File: config.mk
export PLATFORM = sky130hd
export DESIGN_NAME = cy_rx
export DESIGN_NICKNAME = d
export VERILOG_FILES = /design/src/rtl/cy_rx.sv
export SDC_FILE = /design/constraint.sdc
export NUM_CORES = 1
export LEC_CHECK = 0
export ABC_CLOCK_PERIOD_IN_PS = 2200
export CAP_MARGIN = 20
export CORE_UTILIZATION = 47
export DETAILED_ROUTE_END_ITERATION = 10
export HOLD_SLACK_MARGIN = 0.12
export PLACE_DENSITY = 0.67
export SYNTH_ARGS = -nofsm -noshare
export SYNTH_HDL_FRONTEND = slang
export SYNTH_SLANG_ARGS = --single-unit
export TNS_END_PERCENT = 5
File: constraint.sdc
create_clock -name clk -period 2.2 [get_ports clk]
set_input_delay 0.33 -clock clk [delete_from_list [all_inputs] [get_ports clk]]
set_output_delay 0.33 -clock clk [all_outputs]
set_load 0.01 [all_outputs]
File: src/rtl/cy_rx.sv
// UART receiver, 8N1 (1 or 2 stop bits accepted), bit period CLKDIV+1 clocks.
// Valid pulse 4136 clocks after the rx falling edge at defaults; no backpressure.
module cy_rx #(
  parameter int CLKDIV = 434,
  parameter int HALF   = CLKDIV / 2
) (
  input  logic       clk,
  input  logic       rst_n,
  input  logic       rx,
  output logic [7:0] data,
  output logic       valid,
  output logic       frame_err,
  output logic       busy
);

  localparam logic [9:0] CLKDIV_C = 10'(CLKDIV);
  localparam logic [9:0] HALF_C   = 10'(HALF);

  typedef enum logic [2:0] {
    S_Idle     = 3'd0,
    S_Start    = 3'd1,
    S_Data     = 3'd2,
    S_Stop     = 3'd3,
    S_WaitHigh = 3'd4
  } state_t;

  state_t      state_q, state_d;
  logic [1:0]  sync_q;
  logic [9:0]  cnt_q, cnt_d;
  logic [3:0]  idx_q, idx_d;
  logic [7:0]  shift_q, shift_d;
  logic [7:0]  data_q, data_d;
  logic        valid_q, valid_d;
  logic        ferr_q, ferr_d;
  logic        rx_s;

  assign rx_s = sync_q[1];

  always_ff @(posedge clk) begin
    if (!rst_n) begin
      state_q <= S_Idle;
      sync_q  <= 2'b11;
      cnt_q   <= '0;
      idx_q   <= '0;
      shift_q <= '0;
      data_q  <= '0;
      valid_q <= 1'b0;
      ferr_q  <= 1'b0;
    end else begin
      state_q <= state_d;
      sync_q  <= {sync_q[0], rx};
      cnt_q   <= cnt_d;
      idx_q   <= idx_d;
      shift_q <= shift_d;
      data_q  <= data_d;
      valid_q <= valid_d;
      ferr_q  <= ferr_d;
    end
  end

  always_comb begin
    state_d = state_q;
    cnt_d   = cnt_q;
    idx_d   = idx_q;
    shift_d = shift_q;
    data_d  = data_q;
    valid_d = 1'b0;
    ferr_d  = 1'b0;
    case (state_q)
      S_Idle: begin
        if (!rx_s) begin
          cnt_d   = '0;
          state_d = S_Start;
        end
      end
      S_Start: begin
        if (cnt_q == HALF_C) begin
          if (!rx_s) begin
            cnt_d   = '0;
            idx_d   = '0;
            state_d = S_Data;
          end else begin
            state_d = S_Idle;
          end
        end else begin
          cnt_d = cnt_q + 10'd1;
        end
      end
      S_Data: begin
        if (cnt_q == CLKDIV_C) begin
          shift_d = {rx_s, shift_q[7:1]};
          cnt_d   = '0;
          idx_d   = idx_q + 4'd1;
          if (idx_q == 4'd7) state_d = S_Stop;
        end else begin
          cnt_d = cnt_q + 10'd1;
        end
      end
      S_Stop: begin
        if (cnt_q == CLKDIV_C) begin
          cnt_d = '0;
          if (rx_s) begin
            data_d  = shift_q;
            valid_d = 1'b1;
            state_d = S_Idle;
          end else begin
            ferr_d  = 1'b1;
            state_d = S_WaitHigh;
          end
        end else begin
          cnt_d = cnt_q + 10'd1;
        end
      end
      // A break or stuck-low line parks here instead of framing zero bytes.
      S_WaitHigh: begin
        if (rx_s) state_d = S_Idle;
      end
      default: state_d = S_Idle;
    endcase
  end

  assign data      = data_q;
  assign valid     = valid_q;
  assign frame_err = ferr_q;
  assign busy      = (state_q == S_Start) || (state_q == S_Data) || (state_q == S_Stop);

endmodule
==> metrics.md <==
| Metric | Value |
|---|---|
| Count of hold-fix buffers inserted at cts | 0 |
| Worst Path Required | 2390 ps |
| Seq/Total Area, Yosys | between 30% and 40% |
| Finished Cell Area | approximately 0.0022 mm2 |
| # IOs | 14 |
| Fraction of registers with async set/reset | 0% |
| Worst min-delay path class | flop to flop |
| Syn_area_per_cell | 9.319 um2 |
| Setup TNS | 0 ps |
| RSZ-0062 raised after global routing | no |
| Tot Pwr | about 1200 uW |
| CTS HTree Levels | 2 |
| Netlist Area Pre-Place | approximately 0.0019 mm2 |
| Worst Path Max Fanout | 13 |
| Area grow syn2layout | 16.90% |
| Syn Inst Count | 201 |
| GRT overflow | 0 |
| Final wirelength | roughly 4000 um |
| Max Slew Vio Count | 0 |
| ANT nets after route | 0 |
| # nets final | 226 |
| First-pass GRT wire length | roughly 6700 um |
| Fmax | 467.7 MHz |
| TritonCTS buffer count | 5 |
| Arrival @ worst endpoint | 2320 ps |
| Critical path type | flop to flop |
| DPL Wire Length | between 2000 and 3000 um |
| Worst slew pin tran | between 300 and 400 ps |
| Yosys warnings | 0 |
| Core area | 0.003744 mm2 |
| Diode count | 0 |
| EDFF count, synth | 0 |
| Rows | 22 |
| Worst-Skew Late Latency | roughly 300 ps |
| Root Buffer | clkbuf_8 |
| Gr usage total | a little over a fifth |
| Share of cells above drive strength 1 | between 10 and 15% |
| Die H | ~65 um |
| Port Buffers | 13 |
| Worst slack, placed | roughly 75 ps |
| Unique cell type count in the Yosys netlist | 52 |
| Fin crit share | 97.18% |
| Final worst slack | between 60 and 70 ps |
| Min Tclk post-route | approximately 2100 ps |
| Finish-stage setup viols | 0 |
| Net Count, Synth | 208 |
| CTS clk-pin slew, worst paths | around 80 ps |
| RePlAce Congestion | roughly 0.9 |
| DR pass1 iterations | 4 |
| Starting Density | ~50% |
| CTS tree | built |
| Antenna violations before repair | 0 |
| Max Cap Viol | 0 |
| Die Area | 0.004242 mm2 |
| Skew final | ~8.9 ps |
| Vias/cell | roughly 5.6 |
| Leakage power | roughly 0.0008 uW |
| WL per Instance | about 15 um |
| Status | finished, final reports clean |
| Dpl cell area | approximately 0.0021 mm2 |
| Main flop type after synthesis | dfxtp_1 |
| Final hold vios | 0 |
| Die X | 65.13 um |
| Number of global-route vias before repair | 1,472 |
| DR vias | around 1,500 |
| Synth Register Bits | 37 |
| Critical Path Start Type | flop |
| Iter 0 DRT Violations | 61 |
| Largest net degree at the start of global routing | 32 |
| Clock Tree Buf Depth | 2 |
| VDD IR max | ~0.50 mV |
| Relative slew slack | between 70 and 80% |
| Clk sinks | 37 |
| DR DRC count | 0 |
| Worst setup EP type | flop |
| Fin Hold WS | 430.5 ps |
| PwrDens | between 500 and 600 mW/mm2 |
[per-stage QoR]
step,std cells,util [%]
after floorplan,201,-
after detailed placement,260,55.62
after global placement,260,55.62
after global routing,268,58.49
after CTS,268,58.12
final,268,58.49
[placed cells by master (no fill, tap or decap), types with 2 or more instances in the layout]
master           instances
clkdlybuf4s50_1         13
nor3_1                   6
o211ai_1                 2
nand2b_1                 5
and3_1                   2
dfxtp_1                 36
inv_6                    2
nand3_1                  6
a21oi_1                  7
mux2i_1                 17
buf_4                    9
xnor2_1                  3
ha_1                     4
nand3b_1                 4
clkbuf_8                 5
nor3b_1                  2
a22o_1                   2
o21ai_1                  4
nand4b_1                 2
a21boi_1                 2
nand2_1                 13
inv_1                    6
o21ai_0                  2
nor2_1                  14
nor2b_1                 18
a31oi_1                  5
[critical path, cell delays in order (launching register included)]
cell and delay (ps):
dfxtp_1 360, or4_4 560, or3_4 430, o2bb2ai_4 220, nor4b_4 170, a211o_1 270
[path summary, 6_finish.rpt]
kind         slack, ps   endpoint  cells after the start      start
max                 60   cnt_q[7]                      5   cnt_q[5]
min                430  sync_q[1]                      1  sync_q[0]
max reg2reg         60   cnt_q[7]                      5   cnt_q[5]
min reg2reg        430  sync_q[1]                      1  sync_q[0]
[flip-flops by register name, indices dropped and copies added, names as in the netlist]
name and cells:
cnt_q 10, data 8, frame_err 1, idx_q 4, shift_q 8, state_q 3, sync_q 2, valid 1
[cell usage after synthesis (2+ instances only)]
cell type	number	area share, %
nor3_1	6	1.6
a21boi_1	2	0.80
a22o_1	2	0.94
nand2_1	13	2.6
o21ai_0	2	0.53
ha_1	4	2.7
nand3b_1	4	1.6
nand3_1	6	1.6
nor2b_1	18	6.0
clkbuf_1	7	1.4
nor2_1	14	2.8
xnor2_1	3	1.4
o21ai_1	4	1.1
nand2b_1	5	1.7
buf_2	3	0.80
inv_1	6	1.2
a21oi_1	7	1.9
dfxtp_1	37	40
mux2i_1	17	9.1
o211ai_1	2	0.80
and3_1	2	0.67
nand4b_1	2	0.94
a31oi_1	5	1.7
nor3b_1	2	0.80
[kinds of logic after synthesis]
logic type / Yosys count / synth area share, %
adder cells (fa/ha/maj): 4 / 2.672
AND/OR/NAND/NOR: 90 / 30.66
AO/OA/AOI/OAI: 33 / 12.83
XOR/XNOR: 3 / 1.403
buffers and inverters: 17 / 3.808
flip-flops: 37 / 39.55
multiplexers: 17 / 9.085
[report_power, final]
| part | internal [uW] | switching, uW |
|---|---|---|
| combinational | 27.2 | 31.8 |
| clock | 231 | 279 |
| sequential | 674 | 7.76 |
| total | 932 | 318 |
[repair_timing]
item	in CTS	in global routing
endpoints found under the setup margin	0	2
buffers inserted	0	0
resized for setup	0	2
[routing by layer]
layer / track usage, % / share of wire [%]
met5: 0 / 0
met4: 15.22 / 3.8
met1: 24.27 / 43
met2: 34.38 / 49
met3: 4.167 / 4.5
[area by class of cell]
class | instances | area (um2)
Clock buffer | 5 | 68.82
Clock inverter | 3 | 25.02
Inverter | 6 | 22.52
Tap cell | 48 | 60.06
Fill cell | 343 | 1554
Multi-Input combinational cell | 147 | 1074
Sequential cell | 37 | 742.0
Timing Repair Buffer | 22 | 197.7
(Power assumes the default switching activity.)
==> patch 1 (config.mk and constraints unchanged) <==
Register the output `frame_err` once more, with the module's reset; this adds one clock of latency there. The other outputs are not delayed to match.
--- a/src/rtl/cy_rx.sv
+++ b/src/rtl/cy_rx.sv
@@ -122,5 +122,11 @@
   assign data      = data_q;
   assign valid     = valid_q;
-  assign frame_err = ferr_q;
+  always_ff @(posedge clk) begin
+    if (!rst_n) begin
+      frame_err <= '0;
+    end else begin
+      frame_err <= ferr_q;
+    end
+  end
   assign busy      = (state_q == S_Start) || (state_q == S_Data) || (state_q == S_Stop);
 
Formal check against the unedited RTL: same outputs for any inputs over 10 cycles, from zero or initial values and one cycle with rst_n low; that may be too few to reach the edited logic, so the function may still have changed.
==> patch 1 against the original RTL <==
Core utilization grew 5.5 points. Sequential share of layout area grew 0.56 points. Cell count grew 5.2%. Clock power grew 40%. Non-clock buffer count grew 12. Final area grew 1.4%. Setup slack gained 0.013 ns. Sequential cell count grew 1. Sequential power grew 2%. Synthesized area shrank 6.1%. Total power grew 16%. Clock skew grew 0.00070 ns. Wire length shrank 0.67%. Largest cell class unchanged.
==> patch 1: results <==
[power_and_ir_drop]
switchingPower_mw = 0.287
powerDensity_nw_per_um2 = 654
pwr.group.sequential_mw = 0.692
peakVddDrop_mv = 0.560
p_comb_mw = 0.0474
totalPowerFinal_mw = 1.45

[cells_and_area]
fin_cells = 282
nonClkBufAreaFrac_pct = 13.5
n_all_buffers = 34
seq_cells = 38
nets = 242
drive_above_1_share_pct = 16.1
fill_cells = 302
seq_share_pct = 34.4
area_share_clock_buf_inv_pct = 6.20

[timing]
relSlewSlack_pct = 71.8

[critical_path]
startpoint = cnt_q[9]
crit_end = state_q[0]
path_max_fanout = 5
arrival_ns = 2.35

[synth]
synth_cells = 203
synth_nets = 210
yosysSeqAreaShare_pct = 43.2
yosysUniqueCellTypes = 39
yosys-top-cells-count = dfxtp_1, nor2_1, mux2i_1, nand2_1

[route]
wl_met3_microns = 255
drt_iter0_markers = 116

[global_routing]
grt_use_met2_pct = 36.2
met3_usage_pct = 4.89
grt_first_pass_wirelength_mm = 6.91
use_met1_pct = 28.0
grt_use_total_pct = 22.3
grt_pass1_vias = 1483

[placed_design]
dpl.hpwl_mm = 2.85
placed_cell_area_sq_um = 2070
gp_congestion = 0.883
placed_cells = 274

[status]
status = finished clean
-- patch 1: kinds of logic (layout without fill, tap and decap cells) --
kind of cell | count (synthesis) | after routing | synth area share, %
adder cells (fa/ha/maj) | 4 | 4 | 2.85
buffers and inverters | 19 | 52 | 4.69
multiplexers | 18 | 18 | 10.2
flip-flops | 38 | 38 | 43.2
AO/OA/AOI/OAI | 38 | 38 | 13.9
AND/OR/NAND/NOR | 86 | 86 | 25.1
-- patch 1: stage by stage --
| stage | util (%) | setup slack [ns] | hold slack (ns) |
|---|---|---|---|
| floorplan | - | 0.0000138 | 0.386 |
| global placement | 59.8 | 0.133 | 0.389 |
| detailed placement | 59.8 | 0.0831 | 0.401 |
| CTS | 63.7 | 0.0585 | 0.419 |
| global route | 64.0 | 0.0167 | 0.432 |
| finish | 64.0 | 0.0746 | 0.413 |
-- patch 1: worst reg2reg max path: stages, from the launching register on --
cell	delay, ns
dfxtp_2	0.34
or3b_4	0.41
or4_4	0.56
o311a_1	0.17
or4_1	0.47
a21oi_1	0.12
==> patch 2 (config.mk and constraints unchanged) <==
Made on the original files. Change the parameter `CLKDIV` from 434 to 217.
--- a/src/rtl/cy_rx.sv
+++ b/src/rtl/cy_rx.sv
@@ -2,5 +2,5 @@
 // Valid pulse 4136 clocks after the rx falling edge at defaults; no backpressure.
 module cy_rx #(
-  parameter int CLKDIV = 434,
+  parameter int CLKDIV = 217,
   parameter int HALF   = CLKDIV / 2
 ) (
Function: same outputs for any inputs over 10 cycles, from zero or initial values and one cycle with rst_n low; that may be too few to reach the edited logic, so the function may still have changed.
==> patch 2 against the original RTL <==
Clock skew decreased by 0.0018 ns. Synthesized area is 3.5% lower. Final area fell by 3.0%. Wire length is 4.2% lower. Cell count is 7.1% higher. Sequential cell count unchanged. Setup slack gained 0.047 ns. Critical path type is now reg2out.
Power is not compared: it rests on default switching activity, and its combinational part moved more than twofold at a synthesized area within 25%.
==> patch 2: results <==
[placed_design]
gp_congestion = 0.818
dpl.hpwl_mm = 2.75
pre_cts_slack_ns = 0.197

[cells_and_area]
fill_cells = 331
nets = 246

[critical_path]
slowest_delay_ns = 0.58
slowest_stage = clkdlybuf4s50_1
rr_endpoint = cnt_q[3]
r2r_cells = 7
arrival_ns = 1.76
path_max_fanout = 7
startpoint = state_q[0]
worstReg2RegStart = cnt_q[1]

[timing]
relSlewSlack_pct = 65.5
timing.hold.ws_ns = 0.408
final.setup_skew_ns = 0.00702

[global_routing]
grt_first_pass_wirelength_mm = 6.80
grt_max_degree = 21
grt_use_total_pct = 21.6
grt_pass1_vias = 1463

[synth]
yosys-top-cells-count = dfxtp_1, nand2_1, a21oi_1, nor2_1, clkbuf_1
synth_mux_area_share_pct = 4.99
synth-adder-area-share_pct = 2.77
synthTopCellsByArea = dfxtp_1, a21oi_1, nand2_1, mux2i_1, nor2_1
yosysSeqAreaShare_pct = 41.0
yosys.area_share.xor_xnor_pct = 0.485

[route]
drt_iter0_markers = 109
wl_per_cell_microns = 13.4
via_per_inst = 5.44

[status]
status = finished clean
==> patch 2: worst max-delay path by stage <==
stage | to | cells past startpoint
floorplan | cnt_q[7] | 9
global placement | cnt_q[3] | 7
detailed placement | cnt_q[8] | 7
CTS | busy | 3
global route | busy | 4
finish | busy | 4
==> patch 2: critical path: cells and delay by family, from the launching register on <==
kind	cells	cell delay [ns]
buf+inv	2	0.77
flops	1	0.43
simple gates	2	0.28
==> patch 2: where the power goes <==
group / switching [mW] / leakage (nW) / internal (mW)
registers: 0.0269 / 0.299 / 0.687
logic: 0.153 / 0.467 / 0.107
clock network: 0.233 / 0.0540 / 0.329
total: 0.412 / 0.820 / 1.12
==> patch 2: final cells by class <==
| cell class | count | area share (%) |
|---|---|---|
| timing repair buffer | 24 | 10.0 |
| multi-input combinational | 162 | 45.7 |
| sequential | 37 | 34.9 |
| inverter | 9 | 1.59 |
| tap | 48 | 2.83 |
| clock buffer | 5 | 3.24 |
| clock inverter | 2 | 1.65 |
==> patch 2: kinds of logic (layout without fill, tap and decap cells) <==
logic type	Yosys count	after routing
compound gates	52	52
xor+xnor	1	1
fa+ha+maj	4	4
buf+inv	22	40
flops	37	37
mux	9	9
simple gates	96	96
==> patch 2: per-stage QoR <==
stage	utilization [%]	total power, mW	instances
floorplan	-	0.909	221
global placement	55.1	0.985	280
detailed placement	55.1	0.984	280
CTS	58.0	1.55	287
global route	58.0	1.62	287
finish	58.0	1.54	287
==> patch 2: per-layer routing <==
| layer | routed length, microns | global-route usage (%) | vias up |
|---|---|---|---|
| li1 | - | - | 818 |
| met1 | 1950 | 29.6 | 712 |
| met2 | 1680 | 32.3 | 26 |
| met3 | 151 | 6.43 | 5 |
| met4 | 50 | 6.82 | 0 |
| met5 | 0 | 0 | - |
==> patch 2: what timing repair did <==
action | in CTS | in global routing
hold buffers | 0 | 0
setup endpoints to repair | 0 | 1
hold endpoints to repair | 0 | 0
gates resized for setup | 0 | 1
